## src/rtl/booth_sequencer.sv

```systemverilog
// booth_sequencer: control FSM sequencing a radix-2 Booth multiplier datapath (load, init, shift-add, capture)
module booth_sequencer #(
    parameter int NUM_ITER = 16,
    parameter int Width_CO = 5,
    parameter int TIMEOUT  = 4
) (
    input  logic                clk,
    input  logic                reset,
    input  logic                start,
    input  logic                abort,
    input  logic                done_ack,
    input  logic                count,
    output logic                ready,
    output logic                busy,
    output logic                done,
    output logic                error,
    output logic                load,
    output logic                enable_A,
    output logic                enable_B,
    output logic                load_PP,
    output logic                enable_PP,
    output logic                load_P,
    output logic [Width_CO-1:0] iter_cnt
);
    localparam int WW = $clog2(TIMEOUT + 1);
    typedef enum logic [2:0] {IDLE, LOAD, INIT, ITER, SYNC, CAPTURE, DONE} state_t;
    state_t              state_q, state_d;
    logic [Width_CO-1:0] iter_q, iter_d;
    logic [WW-1:0]       wait_q, wait_d;
    logic                error_q, error_d;
    logic                rst_q;
    always_comb begin
        state_d = state_q;
        iter_d  = iter_q;
        wait_d  = wait_q;
        error_d = error_q;
        case (state_q)
            IDLE:    state_d = (start && !abort && !rst_q) ? LOAD : IDLE;
            LOAD:    state_d = INIT;
            INIT: begin
                iter_d  = '0;
                state_d = ITER;
            end
            ITER: begin
                state_d = (iter_q == Width_CO'(NUM_ITER - 1)) ? SYNC : ITER;
                iter_d  = (iter_q == Width_CO'(NUM_ITER - 1)) ? iter_q : iter_q + 1'b1;
            end
            SYNC: begin
                wait_d = wait_q + 1'b1;
                if (count)
                    state_d = CAPTURE;
                else if (wait_q == WW'(TIMEOUT - 1)) begin
                    state_d = DONE;
                    error_d = 1'b1;
                end
            end
            CAPTURE: begin
                error_d = 1'b0;
                state_d = DONE;
            end
            DONE: begin
                if (done_ack) begin
                    state_d = IDLE;
                    error_d = 1'b0;
                    iter_d  = '0;
                    wait_d  = '0;
                end
            end
            default: state_d = IDLE;
        endcase
        // abort wins over every transition except from IDLE, where it only blocks start
        if (abort && state_q != IDLE) begin
            state_d = IDLE;
            iter_d  = '0;
            wait_d  = '0;
            error_d = 1'b0;
        end
    end
    always_ff @(posedge clk) begin
        if (reset) begin
            state_q <= IDLE;
            iter_q  <= '0;
            wait_q  <= '0;
            error_q <= 1'b0;
            rst_q   <= 1'b1;
        end else begin
            state_q <= state_d;
            iter_q  <= iter_d;
            wait_q  <= wait_d;
            error_q <= error_d;
            rst_q   <= 1'b0;
        end
    end
    // rst_q keeps ready low for the first IDLE cycle that still follows a reset edge
    assign ready     = state_q == IDLE && !rst_q;
    assign busy      = state_q inside {LOAD, INIT, ITER, SYNC, CAPTURE};
    assign done      = state_q == DONE;
    assign error     = error_q;
    assign load      = state_q == LOAD;
    assign enable_A  = state_q == LOAD;
    assign enable_B  = state_q == LOAD;
    assign load_PP   = state_q == INIT;
    assign enable_PP = state_q == INIT || state_q == ITER;
    assign load_P    = state_q == CAPTURE;
    assign iter_cnt  = iter_q;
endmodule
```

## config.mk

```make
export PLATFORM = sky130hd
export DESIGN_NAME = booth_sequencer
export DESIGN_NICKNAME = d
export VERILOG_FILES = /design/src/rtl/booth_sequencer.sv
export SDC_FILE = /design/constraint.sdc
export NUM_CORES = 1
export LEC_CHECK = 0
export CAP_MARGIN = 10
export CORE_UTILIZATION = 45
export DETAILED_ROUTE_END_ITERATION = 8
export PLACE_DENSITY = 0.75
export SETUP_SLACK_MARGIN = 0.05
export SYNTH_ARGS = -nofsm -noshare
export SYNTH_HDL_FRONTEND = slang
export SYNTH_SLANG_ARGS = --single-unit
```

## constraint.sdc

```tcl
create_clock -name clk -period 2.6 [get_ports clk]
set_input_delay 0.39 -clock clk [delete_from_list [all_inputs] [get_ports clk]]
set_output_delay 0.39 -clock clk [all_outputs]
set_load 0.1 [all_outputs]
```

# After elaboration in Yosys (flattened, before gate mapping)
# Cells that the tools add are included.
# word_totals
regBits,13
inputBits,6
output_inout_bits,15
wordCells,53
# classes
add_sub_neg,2
eq_ne,13
muxes,15
n_reduce_logical,18
# ops
op,count
one-hot mux 3 bit (7 select lines),1
one-hot mux 5 bit (3 select lines),1
2-to-1 mux 3 bit,4
2-to-1 mux 5 bit,2
equality test 3 x 2 -> 1 bit (second input constant),3
equality test 3 bit (second input constant),3
nonzero test 3 bit,3
inequality test 2 bit (second input constant),4
one-hot mux 3 bit (2 select lines),1
adder 5 x 1 -> 5 bit (second input constant),1
equality test 5 x 4 -> 1 bit (second input constant),1
2-to-1 mux 1 bit,5
nonzero test 5 bit,1
logical AND 1 bit,4
AND reduction 2 bit,2
AND reduction 4 bit,1
adder 3 x 1 -> 3 bit (second input constant),1
equality test 3 x 1 -> 1 bit (second input constant),1
logical NOT 3 bit,1
inequality test 3 bit (second input constant),1
one-hot mux 1 bit (3 select lines),1
AND reduction 3 bit,1
logical NOT 1 bit,2
nonzero test 2 bit,1
2 further kinds,2

# Logic depth before layout (Yosys ltp)
# logic_depth
word_depth,5
mapped_depth,7
ltp_nobuf,6

# Worst setup path after synthesis
# No wires, ideal clock.
# synth_path
path_kind,register to register
startpoint,register state_q[1]
endpoint,register state_q[0]
setup_ps,86
arrival_ps,4150
required_ps,2514
setup_slack_ps,-1635
path_stages_with_launch,5
path_buffers,1
period_less_slack_ps,4235
cell_sequence,dfxtp_1 > clkbuf_1 > nor4_1 > a21boi_0 > a211oi_1
# synth_between
elab_chain_len,3
word_cells_on_any_way,14
classes_between,eq/ne (8); mux (1); reduce/logical (5)
# synth_lines
item,line_no,source
start: declaration,27,"state_t state_q, state_d;"
start signal: assignment,87,state_q <= state_d;
equality test 3 bit or nonzero test 3 bit (tied branches),"37, 72",
inequality test 3 bit (no source line) (tied with other cells),--,
AND reduction 2 bit (no source line) or OR reduction 2 bit (tied branches),--,
# Several ways; a longest one is shown, not always the timed one.
# A chain may end at the register's enable or synchronous reset.

# Worst setup path after layout
# layout_path
startpoint,"register iter_q[0], in the netlist iter_cnt[0]"
endpoint,"register iter_q[1], in the netlist iter_cnt[1]"
# layout_between
elab_chain_len,3
word_cells_on_any_way,6
classes_between,add/sub (1); eq/ne (2); mux (2); reduce/logical (1)
# layout_lines
item,line_no,source
start: declaration,28,"logic [Width_CO-1:0] iter_q, iter_d;"
start signal: assignment,88,iter_q <= iter_d;
adder 5 x 1 -> 5 bit or equality test 5 x 4 -> 1 bit (tied branches),46,iter_d = (iter_q == Width_CO'(NUM_ITER - 1)) ? iter_q : iter_q + 1'b1;
2-to-1 mux 5 bit or inequality test 2 bit (tied branches),--,
one-hot mux 5 bit (3 select lines) or AND reduction 3 bit (tied branches),--,
# Several ways; a longest one is shown, not always the timed one. The select of a mux whose other input is x is not followed.

==> metrics.md <==
| Metric | Value |
|---|---|
| Die W | `43.5 um` |
| Gp weighted congestion | `0.862` |
| Slowest CP cell | `or3b_1` |
| CTS Root Cell | `clkbuf_4` |
| DRT Pass-1 Iters | `6` |
| # diodes | `0` |
| EDFF count, synth | `0` |
| H-tree levels | `1` |
| RSZ-0062 raised after global routing | `no` |
| Final ANT Viol Nets | `0` |
| Yosys reg bits | `13` |
| Post-Syn Area | `776 um^2` |
| # setup viols final | `0` |
| Post-CTS setup buffer count | `0` |
| # hold bufs at CTS | `0` |
| Failing checks | `design-rule violations` |
| Pleak | `0.388 nW` |
| Overall power | `0.439 mW` |
| WP data required | `2820 ps` |
| Post-Syn Instances | `93` |
| Slew @ Worst Pin | `719 ps` |
| Max_cap viols | `0` |
| Routed via count | `727` |
| Hold WC Path Type | `reg2reg` |
| Most frequent cells in the layout | `buf_4, dfxtp_1, a21oi_1` |
| IO Pins | `21` |
| Clock latency on the worst-skew pair | `280 ps` |
| Crit path largest cell delay | `460 ps` |
| FP Rows | `14` |
| Post-DP HPWL | `1.17 mm` |
| Worst Slack Setup Final | `498 ps` |
| Worst rel slew slack | `52.0%` |
| Post-cts sizing count | `0` |
| Initial DRC Count | `22` |
| Status | `finished, violations left` |
| Net Count, Synth | `103` |
| Largest net degree at the start of global routing | `23` |
| Ys async rst share | `0%` |
| Critical-path maximum fanout | `7` |
| First-pass GRT wire length | `2.63 mm` |
| Number of vias per cell | `slightly below 6` |
| Pre-CTS WS | `approximately 530 ps` |
| CP Launch Type | `flip-flop` |
| Critical Path AT | `about 2300 ps` |
| Mean Syn Cell Area | `roughly 8.3 um^2` |
| CP Class | `reg2reg` |
| CTS tree | `done` |
| Most common cell after layout, fill and taps aside | `buf_4` |
| Synth warn | `0` |
| VDD IR-drop max | `0.284 mV` |
| Hold slack | `481 ps` |
| Number of port buffers | `20` |
| Util after Layout | `62.2%` |
| CTS Buffer Depth | `2` |
| F_max | `476 MHz` |
| Routed wire per std cell | `approximately 13 um` |
| Number of global-route vias before repair | `618` |
| Minimum clock period | `2100 ps` |
| Setup_tns | `0 ps` |
| Layout cell share with drive strength beyond 1 | `19.1%` |
| Register area share after synthesis | `between 30% and 40%` |
| Initial antenna violation count | `0` |
| CTS buffer count | `3` |
| Synth cell types | `35` |
| Crit-path most repeated cell | `ha_1` |
| Core area | `1560 um^2` |
| Global Route Usage Sum | `approximately a fifth` |
| Critical path, cell by cell | `ha_1 -> and3_1 -> ha_1 -> or3b_1 -> a2111o_1 -> a21oi_1` |
| Synth-to-layout area growth | `25.0%` |
| Routed WL | `1.64 mm` |
| Fillers | `153` |
| Overflow after GRT | `0` |
| Final hold vios | `0` |
| Critical path endpoint category | `flip-flop` |
| Final nets | `between 100 and 150` |
| Main synth FF type | `dfxtp_1` |
| Die Span Y | `roughly 44 um` |
| Initial core utilization | `49.8%` |
| Period utilization | `roughly four fifths` |
| Die ar. | `1890 um^2` |
| P per Cell Area | `452 nW/um^2` |
| Clk_skew | `3.28 ps` |
| Clk pin slew, worst setup/hold paths | `roughly 80 ps` |
| Max Slew Vio Count | `0` |
| CTS Sinks | `13` |
| DRC Markers | `2` |
## per-layer routing
layer	up-vias	routed length, um	GRT usage [%]
li1	373	-	-
met1	336	741	22.7
met2	14	796	31.8
met3	4	68	6.25
met4	0	32	9.38
met5	-	0	0
## registers in the layout (all words and copies together) (netlist names)
name and flops:
iter_cnt 5, state_q 3, wait_q 3, error 1
rst_q 1
## power breakdown
part	internal [mW]	total, mW	leakage, nW	switching [mW]
Clock	0.0596	0.127	0.0150	0.0672
Combinational	0.0289	0.103	0.268	0.0741
Sequential	0.201	0.209	0.105	0.00722
## cell type report
cell class                      count  area [um^2]  share of cell area (%)
Inverter                            5         18.8                    1.94
Sequential cell                    13          260                    26.8
Tap cell                           16         20.0                    2.06
Timing Repair Buffer               21          170                    17.5
Multi-Input combinational cell     67          474                    48.9
Clock buffer                        4         26.3                    2.71
## Yosys cell counts (2+ instances only)
library cell  count  share of area, %
a2111o_1          2               2.9
a211oi_1          3               2.9
a21oi_1           7               4.5
a311oi_1          2               2.3
and2_1            2               1.6
and3b_1           2               2.3
buf_4             2               1.9
clkbuf_1          4               1.9
dfxtp_1          13                34
ha_1              4               6.5
inv_1             5               2.4
nand2_1           4               1.9
nand2b_1          4               3.2
nor2_1            4               1.9
nor2b_1           5               4.0
nor3_1            2               1.3
nor3b_1           3               2.9
o211ai_1          3               2.9
o21ai_0           5               3.2
o21bai_1          2               1.9
## cells by family after synthesis
kind of cell,count (synthesis),synth area share [%]
adders and majority gates,4,6.45
and+or+nand+nor,33,25.8
buffers and inverters,13,7.58
DFF,13,33.5
AOI/OAI and AO/OA,30,26.6
## stage by stage
step	cells	instance area (um^2)
after global routing	126	970
after floorplan	93	793
after CTS	126	970
final	126	970
after global placement	122	943
after detailed placement	122	943
## worst max-delay path: cells and delay by family (launching register included)
family	cells	cell delay [ps]
fa+ha+maj	2	450
compound gates	2	570
simple gates	2	650
flops	1	360
## path summary, 6_finish.rpt
| path | startpoint | end | slack [ps] | cells past startpoint |
|---|---|---|---|---|
| max reg2reg | iter_cnt[0] | iter_cnt[1] | 500 | 6 |
| min | wait_q[0] | wait_q[0] | 480 | 1 |
| min reg2reg | wait_q[0] | wait_q[0] | 480 | 1 |
| max | iter_cnt[0] | iter_cnt[1] | 500 | 6 |
Note: power is estimated with default switching activity, not from simulation.
